<file path="src/rtl/safe_lock.sv">
// safe_lock: keypad lock controller with reprogrammable PIN and timed lockout.
// Digits stream in on din/din_valid and the whole entry is judged on its last
// digit. A wrong digit never aborts early, so the entry gives no hint of where
// it went wrong.
// Optional feature: define SAFE_TIMEOUT_EN to abandon a partial entry after
// TIMEOUT_CYCLES idle cycles. Without it, a partial entry is kept indefinitely.
module safe_lock #(
    parameter int                            DIGIT_W        = 4,
    parameter int                            PIN_LEN        = 4,
    parameter int                            MAX_TRIES      = 3,
    parameter int                            LOCKOUT_CYCLES = 16,
    parameter logic [DIGIT_W*PIN_LEN-1:0]    RESET_PIN      = 16'hC0DE,
    parameter int                            TIMEOUT_CYCLES = 32
) (
    input  logic                             clk,
    input  logic                             reset,
    input  logic [DIGIT_W-1:0]               din,
    input  logic                             din_valid,
    input  logic                             relock,
    input  logic                             prog_valid,
    input  logic [DIGIT_W*PIN_LEN-1:0]       prog_pin,
    output logic                             unlocked,
    output logic                             locked_out,
    output logic [$clog2(MAX_TRIES+1)-1:0]   fail_count,
    output logic [$clog2(PIN_LEN+1)-1:0]     digits_entered
);

    localparam int PIN_W = DIGIT_W * PIN_LEN;
    localparam int FC_W  = $clog2(MAX_TRIES + 1);
    localparam int DE_W  = $clog2(PIN_LEN + 1);
    localparam int TM_W  = $clog2(LOCKOUT_CYCLES + 1);
    // The digit table is padded to a power of two so it can be indexed
    // directly by the full-width digit counter.
    localparam int NSLOT = 1 << DE_W;

    typedef enum logic [1:0] {
        ST_ENTRY    = 2'd0,
        ST_UNLOCKED = 2'd1,
        ST_LOCKOUT  = 2'd2
    } state_t;

    state_t             state_q,    state_d;
    logic [PIN_W-1:0]   pin_q,      pin_d;
    logic [FC_W-1:0]    fail_q,     fail_d;
    logic [DE_W-1:0]    digits_q,   digits_d;
    logic               mismatch_q, mismatch_d;
    logic [TM_W-1:0]    timer_q,    timer_d;

    // Working values for the digit being judged this cycle.
    logic [DE_W-1:0]    pos;
    logic               mm_cur;
    logic               mm_new;

    // Stored PIN split into digits; slot 0 holds the most significant digit.
    logic [DIGIT_W-1:0] pin_slot [NSLOT];

    genvar gi;
    generate
        for (gi = 0; gi < NSLOT; gi++) begin : g_slot
            if (gi < PIN_LEN) begin : g_used
                assign pin_slot[gi] = pin_q[(PIN_LEN-1-gi)*DIGIT_W +: DIGIT_W];
            end else begin : g_pad
                assign pin_slot[gi] = '0;
            end
        end
    endgenerate

`ifdef SAFE_TIMEOUT_EN
    localparam int ID_W = $clog2(TIMEOUT_CYCLES + 1);

    logic [ID_W-1:0]    idle_q, idle_d;
    logic               expired;

    // Idle counter register for the inter-digit timeout.
    always_ff @(posedge clk) begin
        if (reset) begin
            idle_q <= '0;
        end else begin
            idle_q <= idle_d;
        end
    end
`else
    // Timeout is not built; keep the parameter referenced so it stays visible.
    logic unused_timeout_cfg;
    assign unused_timeout_cfg = (TIMEOUT_CYCLES != 0);
`endif

    // State register and all controller flops.
    always_ff @(posedge clk) begin
        if (reset) begin
            state_q    <= ST_ENTRY;
            pin_q      <= RESET_PIN;
            fail_q     <= '0;
            digits_q   <= '0;
            mismatch_q <= 1'b0;
            timer_q    <= '0;
        end else begin
            state_q    <= state_d;
            pin_q      <= pin_d;
            fail_q     <= fail_d;
            digits_q   <= digits_d;
            mismatch_q <= mismatch_d;
            timer_q    <= timer_d;
        end
    end

    // Next-state logic: entry judging, unlock/program handling, lockout timer.
    always_comb begin
        state_d    = state_q;
        pin_d      = pin_q;
        fail_d     = fail_q;
        digits_d   = digits_q;
        mismatch_d = mismatch_q;
        timer_d    = timer_q;
        pos        = digits_q;
        mm_cur     = mismatch_q;
        mm_new     = mismatch_q;
`ifdef SAFE_TIMEOUT_EN
        idle_d     = '0;
        expired    = 1'b0;
`endif

        case (state_q)
            ST_ENTRY: begin
`ifdef SAFE_TIMEOUT_EN
                // An expired partial entry is dropped; a digit arriving in the
                // same cycle starts a fresh entry at position 0.
                expired = (digits_q != '0) && (idle_q == ID_W'(TIMEOUT_CYCLES));
                if (expired) begin
                    pos        = '0;
                    mm_cur     = 1'b0;
                    digits_d   = '0;
                    mismatch_d = 1'b0;
                end
`endif
                if (din_valid) begin
                    mm_new = mm_cur | (din != pin_slot[pos]);
                    if (pos == DE_W'(PIN_LEN - 1)) begin
                        digits_d   = '0;
                        mismatch_d = 1'b0;
                        if (!mm_new) begin
                            state_d = ST_UNLOCKED;
                            fail_d  = '0;
                        end else if (fail_q == FC_W'(MAX_TRIES - 1)) begin
                            state_d = ST_LOCKOUT;
                            timer_d = TM_W'(LOCKOUT_CYCLES);
                            fail_d  = FC_W'(MAX_TRIES);
                        end else begin
                            fail_d  = fail_q + FC_W'(1);
                        end
                    end else begin
                        digits_d   = pos + DE_W'(1);
                        mismatch_d = mm_new;
                    end
                end
`ifdef SAFE_TIMEOUT_EN
                if (!din_valid && (digits_d != '0)) begin
                    idle_d = idle_q + ID_W'(1);
                end
`endif
            end

            ST_UNLOCKED: begin
                if (prog_valid) begin
                    pin_d = prog_pin;
                end
                if (relock) begin
                    state_d = ST_ENTRY;
                end
            end

            ST_LOCKOUT: begin
                timer_d = timer_q - TM_W'(1);
                if (timer_q <= TM_W'(1)) begin
                    timer_d = '0;
                    state_d = ST_ENTRY;
                    fail_d  = '0;
                end
            end

            default: begin
                state_d = ST_ENTRY;
            end
        endcase
    end

    // Outputs are decoded straight from registers.
    assign unlocked       = (state_q == ST_UNLOCKED);
    assign locked_out     = (state_q == ST_LOCKOUT);
    assign fail_count     = fail_q;
    assign digits_entered = digits_q;

endmodule

</file>
<file path="config.mk">
export PLATFORM = sky130hd
export DESIGN_NAME = safe_lock
export DESIGN_NICKNAME = d
export VERILOG_FILES = /design/src/rtl/safe_lock.sv
export SDC_FILE = /design/constraint.sdc
export NUM_CORES = 1
export LEC_CHECK = 0
export ABC_CLOCK_PERIOD_IN_PS = 2200
export CELL_PAD_IN_SITES_DETAIL_PLACEMENT = 0
export CELL_PAD_IN_SITES_GLOBAL_PLACEMENT = 1
export CORE_UTILIZATION = 45
export CTS_BUF_LIST = sky130_fd_sc_hd__clkbuf_16
export DETAILED_ROUTE_END_ITERATION = 10
export DONT_BUFFER_PORTS = 1
export PLACE_DENSITY_LB_ADDON = 0.1
export SLEW_MARGIN = 20
export SYNTH_ARGS = -nofsm -noshare
export SYNTH_HDL_FRONTEND = slang
export SYNTH_SLANG_ARGS = --single-unit
</file>
<file path="constraint.sdc">
create_clock -name clk -period 2.2 [get_ports clk]
set_clock_uncertainty 0.1 [all_clocks]
set_input_delay 0.33 -clock clk [delete_from_list [all_inputs] [get_ports clk]]
set_output_delay 0.33 -clock clk [all_outputs]
set_load 0.05 [all_outputs]
</file>
==> impl_metrics.json, run 1 <==
{
  "status": "complete, no violations",
  "clock_sinks": 29,
  "ir_drop_mv": 0.502,
  "placed_cell_area_mm2": 0.00158,
  "synth.largest_area_cell": "dfxtp_1",
  "avgRoutedWirePerCell_um": 13.9,
  "relSlewSlack": 0.668,
  "power_switching_uw": 258,
  "r2r_setup_slack_ps": 90,
  "dr.pass1.iters": 4,
  "drt_iter0_markers": 76,
  "multi_input_area_um2": 865,
  "grt_max_degree": 32,
  "hold_path.startpoint": "reset",
  "syn_area_per_cell_um2": 8.69,
  "setup_viol_count_final": 0,
  "antenna_found_initial": 0,
  "fin_nets": 210,
  "route.detailed.drc": 0,
  "initial_core_util": 0.482,
  "grt_setup_unrepaired": "no",
  "tritoncts": "built",
  "synth_top_area_share": 0.388,
  "hold_end": "timer_q[3]",
  "internal-power_uw": 975,
  "grt_first_pass_wirelength_um": 5090,
  "die_width_um": 59.6,
  "antenna_cells": 0,
  "rr_worst_depth": 6,
  "synth_area_mm2": 0.00150,
  "numPortBuffers": 0,
  "drt-total-wl_um": 3130,
  "die_y_um": 59.6,
  "vias_per_cell": 5.34,
  "grt_pass1_vias": 1129,
  "maxCapViolCount": 0,
  "worstSetupPathType": "flip-flop to flip-flop",
  "ys_seq_area_frac": 0.388,
  "fin_util": 0.562,
  "p_per_area_mw_per_mm2": 707,
  "hold_buffers": 0,
  "ant_nets": 0,
  "worstHoldPathType": "input port to flip-flop",
  "p_sw_frac": 0.209,
  "die_area_mm2": 0.00356,
  "fin_area_mm2": 0.00174,
  "yosys_warnings": 0,
  "root_buffer": "clkbuf_16",
  "seqCellArea_um2": 586,
  "synth_cell_types": 39,
  "track_usage": 0.199,
  "final_layout_size_suffix_gt1_frac": 0.176,
  "power_frac_seq": 0.437,
  "cts_buffers": 5,
  "io_pins": 32,
  "worst_pin_slew_ps": 499,
  "grt_overflow_total": 0,
  "slew_viol_final": 0,
  "yosys-top-cells-area": "dfxtp_1 (39%), nand2_1 (10%), a21oi_1 (5.7%), mux4_2 (4.5%), nand3b_1 (4.0%)",
  "core_area_mm2": 0.00310,
  "cp-end-kind": "flip-flop",
  "critPathMaxFanout": 6,
  "max_freq_mhz": 474,
  "syn_nets": 201,
  "power_mw": 1.23,
  "fin_crit_sh": 0.958,
  "p_leak_nw": 0.675,
  "place_congestion": 0.841,
  "period_minus_slack_ps": 2110,
  "critPathArrivalTime_ps": 2180,
  "area_growth_pct": 16.6,
  "clk_path_buf_depth": 2,
  "clkLatencyLatePin_ps": 270,
  "dpl.hpwl_um": 2330,
  "whs_path_depth": 1,
  "p_clk_frac": 0.503,
  "path_clk_slew_ps": 50,
  "ys_ff_latch": 29,
  "rows": 20,
  "r2r-start": "digits_entered[1]",
  "vias": 1207,
  "synthCells": 172,
  "n_fill_cell": 311,
  "cp_data_required_time_ps": 2270,
  "p_comb_frac": 0.060,
  "r2r_end": "timer_q[1]",
  "startpoint_type": "flip-flop",
  "tns_ps": 0,
  "hold_viol_final": 0,
  "h-tree-depth": 2
}
-- power groups by stage --
stage | sequential, mW | combinational (mW) | clock, mW
2_1_floorplan | 0.555 | 0.0614 | 0
3_3_place_gp | 0.550 | 0.0669 | 0
3_5_place_dp | 0.550 | 0.0684 | 0
4_1_cts | 0.540 | 0.0692 | 0.638
5_1_grt | 0.538 | 0.0798 | 0.673
6_report | 0.538 | 0.0739 | 0.620
-- kinds of logic (layout without fill, tap and decap cells) --
kind of cell / Yosys count / count (layout) / synth area share
AOI/OAI and AO/OA: 32 / 32 / 0.154
buffers and inverters: 14 / 24 / 0.0427
muxes: 8 / 8 / 0.0895
xor gates and xnor gates: 2 / 2 / 0.0117
adders and majority gates: 4 / 4 / 0.0335
DFF: 29 / 29 / 0.388
and+or+nand+nor: 83 / 83 / 0.280
-- layout make-up --
cell class                 instances  share of cell area
clock buffer                       5              0.0718
clock inverter                     3             0.00790
inverter                           5              0.0108
multi-input combinational        129               0.496
sequential                        29               0.336
tap                               44              0.0316
timing repair buffer              11              0.0459
-- flip-flops by register name, indices dropped and copies added (netlist names) --
register,flops
pin_q,16
state_q,2
digits_entered,3
timer_q,5
fail_count,2
mismatch_q,1
-- synth_stat cells, drive strengths merged --
master and count:
nand2 41, dfxtp 29, a21oi 17, nor2 11, nand3b 8, clkbuf 7, nor2b 6, inv 5
ha 4, mux2i 4, mux4 4, a211oi 3, nand3 3, o41ai 3, or3 3, and2 2
buf 2, nor3 2, nor3b 2, o22ai 2, a21o 1, a22oi 1, a2bb2oi 1, a311oi 1
a32oi 1, and3 1, nand2b 1, nand4b 1, nor4 1, o21ai 1, o2bb2ai 1, or4 1
xnor2 1, xor2 1
-- metal layers --
metal,global-route usage,wire [um],vias to the layer above
met2,0.305,1440,25
met4,0.0897,35,0
met5,0,0,-
met1,0.259,1520,558
met3,0.0546,137,4
li1,-,-,620
-- critical path, stage by stage (launching register included) --
cell,delay [ps]
dfxtp_4,390
mux4_2,530
xor2_1,170
o21ai_2,200
nand4b_4,160
and3_4,240
o41ai_4,210
-- worst max-delay path by stage --
stage	startpoint	end	depth (start not counted)
2_1_floorplan	digits_entered[2]	timer_q[3]	6
3_3_place_gp	digits_entered[1]	timer_q[3]	6
3_5_place_dp	digits_entered[1]	timer_q[1]	6
4_1_cts	digits_entered[1]	timer_q[1]	6
5_1_grt	digits_entered[1]	timer_q[1]	6
6_report	digits_entered[1]	timer_q[1]	6
-- cells in the final DEF (no fill, tap or decap), types with 2 or more instances in the layout --
cell / Yosys / routed
a211oi_2: 2 / 2
mux2i_1: 4 / 4
nand3b_1: 8 / 8
or3_1: 3 / 3
inv_1: 4 / 5
nor3_1: 2 / 2
clkbuf_16: 0 / 5
nor2_1: 11 / 11
mux4_2: 3 / 3
nand2_1: 41 / 41
nand3_1: 3 / 3
nor3b_1: 2 / 2
clkinv_2: 0 / 2
buf_4: 1 / 10
ha_1: 4 / 4
and2_1: 2 / 2
nor2b_1: 6 / 5
o22ai_1: 2 / 2
a21oi_1: 17 / 17
dfxtp_1: 29 / 27
-- metrics by stage --
stage          hold WS, ps  setup WS (ps)  cells
2_1_floorplan          332           49.9    172
6_report              23.5           91.3    226
3_5_place_dp           300           98.9    216
3_3_place_gp           297            199    216
4_1_cts               16.9           49.7    224
5_1_grt               12.8           2.98    226
-- what timing repair did --
item	4_1_cts	5_1_grt
buffers inserted	0	2
resized for setup	0	1
endpoints found under the setup margin	0	1
Power figures use the tool's default switching activity.
==> inputs of run 2 (changes only) <==
--- a/config.mk
+++ b/config.mk
@@ -8,10 +8,11 @@
 export ABC_CLOCK_PERIOD_IN_PS = 2200
 export CELL_PAD_IN_SITES_DETAIL_PLACEMENT = 0
 export CELL_PAD_IN_SITES_GLOBAL_PLACEMENT = 1
-export CORE_UTILIZATION = 45
+export CORE_UTILIZATION = 46
 export CTS_BUF_LIST = sky130_fd_sc_hd__clkbuf_16
 export DETAILED_ROUTE_END_ITERATION = 10
 export DONT_BUFFER_PORTS = 1
+export MAX_ROUTING_LAYER = met4
 export PLACE_DENSITY_LB_ADDON = 0.1
 export SLEW_MARGIN = 20
 export SYNTH_ARGS = -nofsm -noshare
==> impl_metrics.json, run 2 (same netlist as run 1, synthesis figures left out) <==
{
  "h-tree-depth": 2,
  "grt_setup_unrepaired": "no",
  "initial_core_util": 0.486,
  "n_fill_cell": 290,
  "critPathArrivalTime_ps": 2150,
  "multi_input_area_um2": 853,
  "largest_register_ffs": 16,
  "grt_overflow_total": 0,
  "rr_worst_depth": 6,
  "cp-end-kind": "flip-flop",
  "seqCellArea_um2": 586,
  "status": "complete, no violations",
  "path_clk_slew_ps": 50,
  "place_congestion": 0.834,
  "r2r_end": "timer_q[1]",
  "die_y_um": 59.0,
  "area_growth_pct": 15.0,
  "io_pins": 32,
  "worstSetupPathType": "flip-flop to flip-flop",
  "max_freq_mhz": 482,
  "route.detailed.drc": 0,
  "tritoncts": "built",
  "slew_viol_final": 0,
  "endpoint": "timer_q[1]",
  "top_register": "pin_q",
  "track_usage": 0.212,
  "die_area_mm2": 0.00348,
  "power_mw": 1.24,
  "startpoint_type": "flip-flop",
  "critPathMaxFanout": 9,
  "root_buffer": "clkbuf_16",
  "cts-resized-gates": 0,
  "maxCapViolCount": 0,
  "cts_buffers": 5,
  "setup_viol_count_final": 0,
  "hold_path.startpoint": "reset",
  "period_minus_slack_ps": 2070,
  "most-common-layout-cells": "nand2_1 (41), dfxtp_1 (27), a21oi_1 (17)",
  "rows": 20,
  "avgRoutedWirePerCell_um": 13.8,
  "relSlewSlack": 0.660,
  "tns_ps": 0,
  "final_common_cell": "nand2_1",
  "antenna_found_initial": 0,
  "clkLatencyLatePin_ps": 270,
  "grt_max_degree": 32,
  "worstHoldPathType": "input port to flip-flop",
  "pre_cts_slack_ps": 131,
  "final_layout_size_suffix_gt1_frac": 0.167,
  "setup_slack_ps": 126,
  "antenna_cells": 0,
  "clk_path_buf_depth": 2,
  "dpl.hpwl_um": 2310,
  "postCtsSetupRepairBufs": 0,
  "ant_nets": 0,
  "vias": 1181,
  "dr.pass1.iters": 4,
  "cp_data_required_time_ps": 2270,
  "worst_pin_slew_ps": 509,
  "fin_nets": 208,
  "drt_iter0_markers": 55,
  "startpoint": "digits_entered[1]",
  "p_leak_nw": 0.665,
  "core_area_mm2": 0.00308,
  "numPortBuffers": 0,
  "grt_pass1_vias": 1136,
  "drt-total-wl_um": 3100,
  "clock_sinks": 29,
  "hold_buffers": 0,
  "fin_crit_sh": 0.943,
  "hold_viol_final": 0,
  "r2r-start": "digits_entered[1]",
  "whs_ps": 17.5,
  "grt_first_pass_wirelength_um": 5210,
  "ir_drop_mv": 0.420,
  "p_per_area_mw_per_mm2": 722,
  "die_width_um": 59.0,
  "vias_per_cell": 5.27,
  "r2r_setup_slack_ps": 130
}
[run 2: per-stage QoR]
step | cell area [um^2] | utilization | std cells
6_report | 1720 | 0.559 | 224
5_1_grt | 1720 | 0.559 | 224
4_1_cts | 1720 | 0.559 | 224
3_5_place_dp | 1580 | 0.513 | 216
3_3_place_gp | 1580 | 0.513 | 216
2_1_floorplan | 1500 | - | 172
[run 2: worst max-delay path, stage by stage, from the launching register on]
cell	delay [ps]
dfxtp_4	420
mux4_2	530
xor2_1	160
o21ai_2	160
nand4b_4	150
and3_4	240
o41ai_2	200
[run 2: cell type report]
class                           instances  area share
Multi-Input combinational cell        129       0.496
Sequential cell                        29       0.341
Clock buffer                            5      0.0728
Timing Repair Buffer                    9      0.0393
Tap cell                               44      0.0320
Inverter                                5      0.0109
Clock inverter                          3     0.00801
[run 2: worst min-delay path by stage]
stage,depth (start not counted),slack [ps],to
final,1,20,timer_q[3]
after global routing,1,8,timer_q[3]
after CTS,1,10,timer_q[3]
after detailed placement,1,300,timer_q[3]
after global placement,1,300,timer_q[2]
after floorplan,2,330,pin_q[2]
[run 2: per-layer routing]
layer	vias to the layer above	GRT usage	share of wire
met4	0	0.0918	0.017
li1	614	-	-
met5	-	-	0
met2	22	0.308	0.44
met1	539	0.268	0.49
met3	6	0.0699	0.057
[run 2: power by group]
group	total, mW	internal, mW	leakage, nW	switching (mW)
Sequential	0.540	0.531	0.236	0.00851
Clock	0.633	0.409	0.0748	0.224
Combinational	0.0681	0.0328	0.355	0.0353
==> inputs of run 3 (changes only) <==
--- a/config.mk
+++ b/config.mk
@@ -6,7 +6,7 @@
 export NUM_CORES = 1
 export LEC_CHECK = 0
 export ABC_CLOCK_PERIOD_IN_PS = 2200
-export CELL_PAD_IN_SITES_DETAIL_PLACEMENT = 0
+export CELL_PAD_IN_SITES_DETAIL_PLACEMENT = 1
 export CELL_PAD_IN_SITES_GLOBAL_PLACEMENT = 1
 export CORE_UTILIZATION = 46
 export CTS_BUF_LIST = sky130_fd_sc_hd__clkbuf_16
==> impl_metrics.json, run 3 (same netlist as run 1, synthesis figures left out) <==
{
  "status": "complete, no violations",
  "r2r-start": "digits_entered[1]",
  "dr.pass1.iters": 4,
  "setup_slack_ps": 131,
  "tns_ps": 0,
  "cts-resized-gates": 0,
  "worstSetupPathType": "flip-flop to flip-flop",
  "dpl.hpwl_um": 2730,
  "path_buf_inv": 0,
  "clk_path_buf_depth": 2,
  "startpoint": "digits_entered[1]",
  "top_register": "pin_q",
  "tritoncts": "built",
  "critPathMaxFanout": 9,
  "relSlewSlack": 0.626,
  "critPathSlowestCell": "mux4_2",
  "avgRoutedWirePerCell_um": 16.8,
  "p_per_area_mw_per_mm2": 727,
  "vias_per_cell": 5.61,
  "setup_viol_count_final": 0,
  "drt-total-wl_um": 3760,
  "die_y_um": 59.0,
  "cp-end-kind": "flip-flop",
  "vias": 1257,
  "max_stage_delay_ps": 530,
  "clock_sinks": 29,
  "cp_top_family": "multiplexers",
  "r2r_setup_slack_ps": 130,
  "hold_end": "timer_q[3]",
  "rows": 20,
  "maxCapViolCount": 0,
  "slew_viol_final": 0,
  "final_layout_size_suffix_gt1_frac": 0.167,
  "core_area_mm2": 0.00308,
  "grt_pass1_vias": 1283,
  "whs_path_depth": 1,
  "initial_core_util": 0.486,
  "place_congestion": 0.834,
  "die_width_um": 59.0,
  "worstHoldPathType": "input port to flip-flop",
  "period_minus_slack_ps": 2070,
  "grt_setup_unrepaired": "no",
  "die_area_mm2": 0.00348,
  "startpoint_type": "flip-flop",
  "antenna_cells": 0,
  "hold_buffers": 0,
  "fin_crit_sh": 0.940,
  "area_growth_pct": 15.0,
  "numPortBuffers": 0,
  "hold_viol_final": 0,
  "postCtsSetupRepairBufs": 0,
  "path_cells": "mux4_2, xor2_1, o21ai_2, nand4b_4, and3_4, o41ai_2",
  "grt_first_pass_wirelength_um": 6440,
  "drt_iter0_markers": 45,
  "final_common_cell": "nand2_1",
  "ant_nets": 0,
  "path_clk_slew_ps": 50,
  "multi_input_area_um2": 853,
  "io_pins": 32,
  "grt_overflow_total": 0,
  "largest_register_ffs": 16,
  "clkLatencyLatePin_ps": 270,
  "n_fill_cell": 381,
  "r2r_end": "timer_q[1]",
  "critPathArrivalTime_ps": 2150,
  "fin_nets": 208,
  "rr_worst_depth": 6,
  "pre_cts_slack_ps": 132,
  "max_freq_mhz": 483,
  "fin_util": 0.559,
  "seqCellArea_um2": 586,
  "antenna_found_initial": 0,
  "h-tree-depth": 2,
  "route.detailed.drc": 0,
  "track_usage": 0.262,
  "most-common-layout-cells": "nand2_1 (41), dfxtp_1 (27), a21oi_1 (17)",
  "hold_path.startpoint": "reset",
  "worst_pin_slew_ps": 561,
  "p_leak_nw": 0.665,
  "cp_data_required_time_ps": 2280,
  "grt_max_degree": 32,
  "ir_drop_mv": 0.480,
  "root_buffer": "clkbuf_16",
  "cts_buffers": 5
}
-- run 3: metrics by stage --
stage	power (mW)	hold WS, ps	cell area (um^2)	std cells
4_1_cts	1.26	8.49	1720	224
6_report	1.25	12.1	1720	224
2_1_floorplan	0.616	332	1500	172
3_5_place_dp	0.619	298	1580	216
3_3_place_gp	0.616	297	1580	216
5_1_grt	1.29	9.66	1720	224
-- run 3: final cells by class --
| cell class | instances | share of cell area |
|---|---|---|
| inverters | 5 | 0.0109 |
| multi-input cells | 129 | 0.496 |
| clock buffers | 5 | 0.0728 |
| well taps | 44 | 0.0320 |
| repair buffers | 9 | 0.0393 |
| clock inverters | 3 | 0.00801 |
| flip-flops and latches | 29 | 0.341 |
-- run 3: metal layers --
layer / share of wire / up-vias / track usage
met4: 0.015 / 0 / 0.0816
met3: 0.064 / 7 / 0.0742
met5: 0 / - / -
met2: 0.48 / 36 / 0.406
li1: - / 620 / -
met1: 0.44 / 594 / 0.332
-- run 3: worst max path at each step --
stage / cells after the start / to / slack (ps)
floorplan: 6 / timer_q[3] / 50
global placement: 6 / timer_q[3] / 200
detailed placement: 6 / timer_q[1] / 130
CTS: 6 / timer_q[1] / 120
global route: 6 / timer_q[1] / 9
finish: 6 / timer_q[1] / 130
-- run 3: power breakdown --
| group | total (mW) | switching [mW] | internal [mW] |
|---|---|---|---|
| clock network | 0.642 | 0.233 | 0.409 |
| logic | 0.0692 | 0.0365 | 0.0327 |
| registers | 0.539 | 0.00821 | 0.531 |
| total | 1.25 | 0.277 | 0.973 |
